## src/rtl/bus_pkg.sv

```systemverilog
// Shared bus definitions: FSM state encoding and default address/select widths
// used by the bus slave-select unit and the other bus blocks.
package bus_pkg;

  // Default widths shared across bus blocks
  localparam int BUS_ADDR_W = 8;
  localparam int BUS_SEL_W  = 2;

  // Slave-select FSM states; encodings are fixed so other blocks may decode them
  typedef enum logic [1:0] {
    ST_IDLE   = 2'd0,
    ST_ACTIVE = 2'd1,
    ST_ERR    = 2'd2
  } bus_state_e;

endpackage : bus_pkg

```

## src/rtl/bus_onehot_dec.sv

```systemverilog
// Combinational index -> one-hot decoder. Generic replacement for the old
// fixed 2-to-4 decoder; the caller registers the result.
module bus_onehot_dec #(
  parameter int SEL_W = 2
) (
  input  logic [SEL_W-1:0]      idx,
  output logic [(1<<SEL_W)-1:0] onehot
);

  // Exactly one output bit set, at the position given by idx
  always_comb begin
    onehot      = '0;
    onehot[idx] = 1'b1;
  end

endmodule : bus_onehot_dec

```

## src/rtl/bus_slave_select.sv

```systemverilog
// Registered bus slave-select unit. Accepts one master request, decodes the top
// SEL_W address bits into a one-hot select held until the addressed slave acks,
// and pulses err for unmapped slaves or when the ack does not arrive in time.
module bus_slave_select
  import bus_pkg::*;
#(
  parameter int                    ADDR_W   = BUS_ADDR_W,
  parameter int                    SEL_W    = BUS_SEL_W,
  parameter logic [(1<<SEL_W)-1:0] SLV_MASK = '1,
  parameter int                    TIMEOUT  = 15
) (
  input  logic                    clk,
  input  logic                    rst,
  input  logic                    req_valid,
  input  logic [ADDR_W-1:0]       req_addr,
  output logic                    req_ready,
  output logic [(1<<SEL_W)-1:0]   sel_out,
  input  logic [(1<<SEL_W)-1:0]   slv_ack,
  output logic                    done,
  output logic                    err
);

  localparam int N_SLV = 1 << SEL_W;
  localparam int CNT_W = $clog2(TIMEOUT + 1);
  localparam logic [CNT_W-1:0] CNT_LAST = CNT_W'(TIMEOUT - 1);

  bus_state_e        state_q, state_d;
  logic [SEL_W-1:0]  idx_q, idx_d;
  logic [CNT_W-1:0]  cnt_q, cnt_d;
  logic [N_SLV-1:0]  sel_q, sel_d;
  logic              done_q, done_d;
  logic              err_q, err_d;

  logic [SEL_W-1:0]  req_idx;
  logic [N_SLV-1:0]  req_onehot;
  logic              addr_unused;

  // Only the top SEL_W address bits select a slave; the rest is don't-care here
  assign req_idx     = req_addr[ADDR_W-1 -: SEL_W];
  assign addr_unused = ^req_addr;

  bus_onehot_dec #(
    .SEL_W (SEL_W)
  ) u_dec (
    .idx    (req_idx),
    .onehot (req_onehot)
  );

  // Next-state logic: accept in IDLE, hold select in ACTIVE until ack or timeout,
  // spend exactly one cycle in ERR to present the err pulse
  always_comb begin
    state_d = state_q;
    idx_d   = idx_q;
    cnt_d   = cnt_q;
    sel_d   = sel_q;
    done_d  = 1'b0;
    err_d   = 1'b0;
    case (state_q)
      ST_IDLE: begin
        sel_d = '0;
        if (req_valid) begin
          idx_d = req_idx;
          cnt_d = '0;
          if (SLV_MASK[req_idx]) begin
            state_d = ST_ACTIVE;
            sel_d   = req_onehot;
          end else begin
            state_d = ST_ERR;
            err_d   = 1'b1;
          end
        end
      end
      ST_ACTIVE: begin
        // Ack is checked first so an ack in the last allowed cycle still completes
        if (slv_ack[idx_q]) begin
          state_d = ST_IDLE;
          sel_d   = '0;
          done_d  = 1'b1;
        end else if (cnt_q == CNT_LAST) begin
          state_d = ST_ERR;
          sel_d   = '0;
          err_d   = 1'b1;
        end else begin
          cnt_d = cnt_q + 1'b1;
        end
      end
      ST_ERR: begin
        state_d = ST_IDLE;
        sel_d   = '0;
      end
      default: begin
        state_d = ST_IDLE;
        sel_d   = '0;
      end
    endcase
  end

  // State, index, counter and output registers; reset clears the select at once
  always_ff @(posedge clk or posedge rst) begin
    if (rst) begin
      state_q <= ST_IDLE;
      idx_q   <= '0;
      cnt_q   <= '0;
      sel_q   <= '0;
      done_q  <= 1'b0;
      err_q   <= 1'b0;
    end else begin
      state_q <= state_d;
      idx_q   <= idx_d;
      cnt_q   <= cnt_d;
      sel_q   <= sel_d;
      done_q  <= done_d;
      err_q   <= err_d;
    end
  end

  assign req_ready = (state_q == ST_IDLE);
  assign sel_out   = sel_q;
  assign done      = done_q;
  assign err       = err_q;

endmodule : bus_slave_select
```

## config.mk

```make
export PLATFORM = sky130hd
export DESIGN_NAME = bus_slave_select
export DESIGN_NICKNAME = d
export VERILOG_FILES = /design/src/rtl/bus_pkg.sv /design/src/rtl/bus_onehot_dec.sv /design/src/rtl/bus_slave_select.sv
export SDC_FILE = /design/constraint.sdc
export NUM_CORES = 1
export LEC_CHECK = 0
export CORE_MARGIN = 4
export CORE_UTILIZATION = 30
export CTS_BUF_LIST = sky130_fd_sc_hd__clkbuf_16
export CTS_CLUSTER_SIZE = 16
export DETAILED_ROUTE_END_ITERATION = 10
export HOLD_SLACK_MARGIN = 0.03
export PLACE_DENSITY_LB_ADDON = 0.2
export SLEW_MARGIN = 20
export SYNTH_ARGS = -nofsm -noshare
export SYNTH_HDL_FRONTEND = slang
export SYNTH_SLANG_ARGS = --single-unit
```

## constraint.sdc

```tcl
create_clock -name clk -period 2.1 [get_ports clk]
set_clock_uncertainty 0.05 [all_clocks]
set_input_delay 0.42 -clock clk [delete_from_list [all_inputs] [get_ports clk]]
set_output_delay 0.42 -clock clk [all_outputs]
set_load 0.05 [all_outputs]
```

== Yosys cells after proc, flatten, opt, wreduce, memory -nomap -nowiden ==
Cells that the tools add are included.
Operators by class
  reduce and logical (&&, ||, !) cells: 6
  equal/unequal tests: 6
  add/sub/neg operators: 1
  $lt $le $gt $ge: 3
  mux-type cells: 27
Operators by type and width (count)
  4-bit 2-to-1 mux: 7
  4-bit case mux with 2 select lines: 2
  1-bit 2-to-1 mux: 9
  2-bit 2-to-1 mux: 4
  2-bit by 3-bit < comparator with 1-bit output (second input constant): 2
  2-bit != test (second input constant): 3
  4-bit by 1-bit adder with 4-bit output (second input constant): 1
  1-bit binary-select mux with 2-bit select: 2
  4-bit equality test (second input constant): 1
  2-bit case mux with 2 select lines: 1
  2-bit AND reduction: 2
  4-bit AND reduction: 1
  3-bit != test (second input constant): 1
  1-bit demux with 2-bit select: 1
  2-bit by 1-bit equality test with 1-bit output (second input constant): 1
  2-bit by 1-bit >= comparator with 1-bit output (second input constant): 1
  2-bit zero test: 1
  1-bit case mux with 2 select lines: 1
  2-bit nonzero test: 1
  1-bit logical AND: 1
Storage, ports and cells
  input port bits: 15
  register bits after elaboration: 14

== Logic depth before layout (Yosys ltp) ==
  word-level depth: 7
  gate-level depth with buffers: 5

== Cells and area by module ==
A second synthesis with hierarchy kept.
Unflattened totals
  cells, all modules: 55
  area, all modules: 670.6 um2
Modules (own cells, without submodules)
  bus_slave_select: sequential area each 350.3 um2, area an instance 644.4 um2, cells an instance 51, instances 1
  bus_onehot_dec: sequential area each 0.0 um2, area an instance 26.3 um2, cells an instance 4, instances 1

== Worst setup path after synthesis ==
Ideal clock, no wire load.
  path kind: input-to-reg
  start point: input slv_ack[3]
  end point: register cnt_q[3]
  data required time: 1.924 ns
  cell stages on the path: 3
  arrival time: 1.517 ns
  buffers on the path: 0
  library setup time: 0.126 ns
  slack: 0.406 ns
  cell sequence: mux4_2 or2_4 a311o_1
Between the ends
  word-level cells in the longest chain between the ends: 4
RTL lines
  start: declaration: RTL line bus_slave_select.sv:18  | input logic [(1<<SEL_W)-1:0] slv_ack,
  1-bit binary-select mux with 2-bit select: RTL line bus_slave_select.sv:75  | if (slv_ack[idx_q]) begin
  1-bit 2-to-1 mux (not written as such): RTL line bus_slave_select.sv:75
  2-bit != test (no line)
  4-bit AND reduction (no line)
  end signal: assignment: RTL line bus_slave_select.sv:110  | cnt_q <= cnt_d;
  end: declaration: RTL line bus_slave_select.sv:29  | logic [CNT_W-1:0] cnt_q, cnt_d;
No other way between the ends. The select of a mux whose other input is x is not followed.
A chain may end at the register's enable or synchronous reset.

== Final worst setup path ==
  start point: input slv_ack[3]
  end point: register cnt_q[2]
Same word-level chain as after synthesis.

==> results.json <==
{
  "min_period_over_period_pct": 90.2,
  "cap_violations": 0,
  "layout_min_cycle_time_ns": 1.89,
  "die_area_sq_um": 2990,
  "clock.fmax_mhz": 528,
  "post-cts-setup-buffers": 0,
  "cp.arrival_ns": 1.98,
  "grt_pass1_wl_um": 2180,
  "synthAdderAreaFrac_pct": 3.82,
  "synthArstFlopShare_pct": 100,
  "min_path_type": "register to register",
  "min-delay-start": "sel_out[0]",
  "avgRoutedWirePerCell_um": 12.0,
  "yosys.area_share.simple_pct": 20.5,
  "ios": 22,
  "slew_headroom_pct": 63.6,
  "core_area_sq_um": 2020,
  "placed_cell_area_sq_um": 847,
  "final-max-slew-violation-count": 0,
  "diodes": 0,
  "numPortBuffers": 15,
  "cts-hold-fix-buffers": 0,
  "synth_seq_cells": 14,
  "p_per_area_nw_per_um2": 1390,
  "vias": 502,
  "final_cells": 104,
  "grt_pass1_vias": 486,
  "routed_wl_um": 1250,
  "rsz0062_at_grt": "false",
  "drive_gt1_share_pct": 13.0,
  "hpwl_um": 933,
  "gp_congestion": 0.718,
  "rows": 16,
  "clk_latency_ns": 0.24,
  "synth_commonest_cells": "14 x dfrtp_1, 8 x nand2_1, 4 x inv_1, 4 x nor2_1",
  "cts_tree": "yes",
  "worst-setup-path-type": "input port to register",
  "synth_edf_count": 0,
  "p_leak_nw": 0.409,
  "setup_viol": 0,
  "synthMuxAreaShare_pct": 6.50,
  "synth-xor-area-share_pct": 0,
  "routed_via_density": 4.83,
  "yosysSeqAreaShare_pct": 53.5,
  "cts-resized-gates": 0,
  "ant_nets": 0,
  "synth.distinct_cells": 29,
  "numCtsBuffers": 3,
  "ys_warn_count": 0,
  "die_y_um": 54.7,
  "outcome": "finished clean",
  "die_w_um": 54.7,
  "synth_area_leaders": "dfrtp_1 54%, nand2_1 4.6%, ha_1 3.8%, mux4_2 3.4%, mux2i_1 3.1%",
  "hold_viol": 0,
  "htreeDepth": 1,
  "synth_fp_nets": 74,
  "dp.cells": 100,
  "antenna_found_initial": 0,
  "synth.most_common_cell": "dfrtp_1",
  "crit_path_end_kind": "register",
  "syn_inst": 57,
  "clockRootBuffer": "clkbuf_16",
  "synth_compound_area_share_pct": 12.8,
  "drcViolationCount": 0,
  "grt_use_total_pct": 10.6,
  "finish.instance_area_sq_um": 926,
  "drt_iter0_drc": 9,
  "grt_max_degree": 15,
  "clk_pin_slew_worst_paths_ns": 0.05,
  "crit_fanout": 6,
  "synth_area_per_cell_sq_um": 11.5,
  "timing.rr.start": "idx_q[0]",
  "layout.nets": 95,
  "tightest_slew_ns": 0.545,
  "synth_top_family_by_area": "simple AND/OR/NAND/NOR gates",
  "ys.flop_type": "dfrtp_1",
  "crit_start": "slv_ack[3]",
  "clock_sink_count": 14,
  "cts.path.max_buffers": 2,
  "yosysTopAreaCellShare_pct": 53.5,
  "vdd_drop_max_uv": 886,
  "yosys.area.top_type": "dfrtp_1",
  "initial_core_util_pct": 32.4,
  "final_util_pct": 45.8,
  "area_delta_synth_final_pct": 41.5,
  "crit_required_ns": 2.19,
  "dr.pass1.iters": 3,
  "start_kind": "input port",
  "overflow": 0,
  "nFillCells": 187,
  "synth_area_sq_um": 654
}
## cells in the final DEF, fill, tap and decap left out
cell and instances:
nand4b_1 1, o2bb2ai_1 1, or2_4 1, or3b_2 1
buf_4 3, nor3b_1 1, a22o_1 1, mux4_2 1
nor3_4 1, ha_1 2, nor2_1 4, nand2b_1 1
nand2_1 8, or4b_1 1, a311oi_1 1, nand3_1 1
a32o_1 1, dfrtp_1 14, inv_1 4, clkinv_1 1
o311ai_1 1, nor3_1 1, clkbuf_16 3, a21o_1 1
o311ai_0 1, clkdlybuf4s50_1 14, o21ai_0 1, nor2b_1 1
a311o_1 1, and3_1 1, mux2i_1 2, a211oi_1 1
## report_power, final
group	leakage, nW	internal [mW]	switching (mW)	total [mW]
logic	0.186	0.204	0.286	0.490
registers	0.185	0.356	0.0766	0.432
clock network	0.0385	0.252	0.109	0.361
## logic make-up after synthesis
| logic type | count (synthesis) |
|---|---|
| adder cells (fa/ha/maj) | 2 |
| buffers and inverters | 5 |
| flip-flops | 14 |
| AO/OA/AOI/OAI | 10 |
| AND/OR/NAND/NOR | 23 |
| multiplexers | 3 |
## stage by stage
stage | worst slack, ns | TNS, ns | hold slack (ns) | power [mW]
2_1_floorplan | 0.406 | 0 | 0.259 | 0.773
3_3_place_gp | -0.0357 | -0.0550 | 0.416 | 0.924
4_1_cts | 0.199 | 0 | 0.435 | 1.30
5_1_grt | 0.120 | 0 | 0.449 | 1.37
3_5_place_dp | -0.0493 | -0.145 | 0.419 | 0.932
6_report | 0.206 | 0 | 0.434 | 1.28
## critical path, stage by stage
cell and delay, ns:
clkdlybuf4s50_1 0.40, mux4_2 0.56, or4b_1 0.53, o311ai_1 0.08
## per-layer routing
layer  track usage, %  part of all wire (%)
met5                0                     0
met4             3.73                     0
met3             4.90                   7.6
met2             15.7                    45
met1             13.4                    47
## path summary, 6_finish.rpt
| path | end | cells past startpoint | slack [ns] |
|---|---|---|---|
| min in group asynchronous | sel_out[0] | 2 | 0.47 |
| max reg2reg | cnt_q[2] | 3 | 0.38 |
| max in group asynchronous | state_q[0] | 2 | 1.17 |
| min reg2reg | sel_out[0] | 1 | 0.43 |
| min | sel_out[0] | 1 | 0.43 |
| max | cnt_q[2] | 4 | 0.21 |
## cell type report
class                      instances  area [sq um]  share of cell area [%]
sequential                        14           350                    37.8
inverter                           4          15.0                    1.62
tap                               27          33.8                    3.65
clock buffer                       3          75.1                    8.11
clock inverter                     1          3.75                   0.405
multi-input combinational         38           285                    30.8
timing repair buffer              17           163                    17.6
## state kept, by name, summed over array words and instances, names as in the netlist
| register | count |
|---|---|
| state_q | 2 |
| sel_out | 4 |
| done | 1 |
| idx_q | 2 |
| err | 1 |
| cnt_q | 4 |
Power figures use the tool's default switching activity.
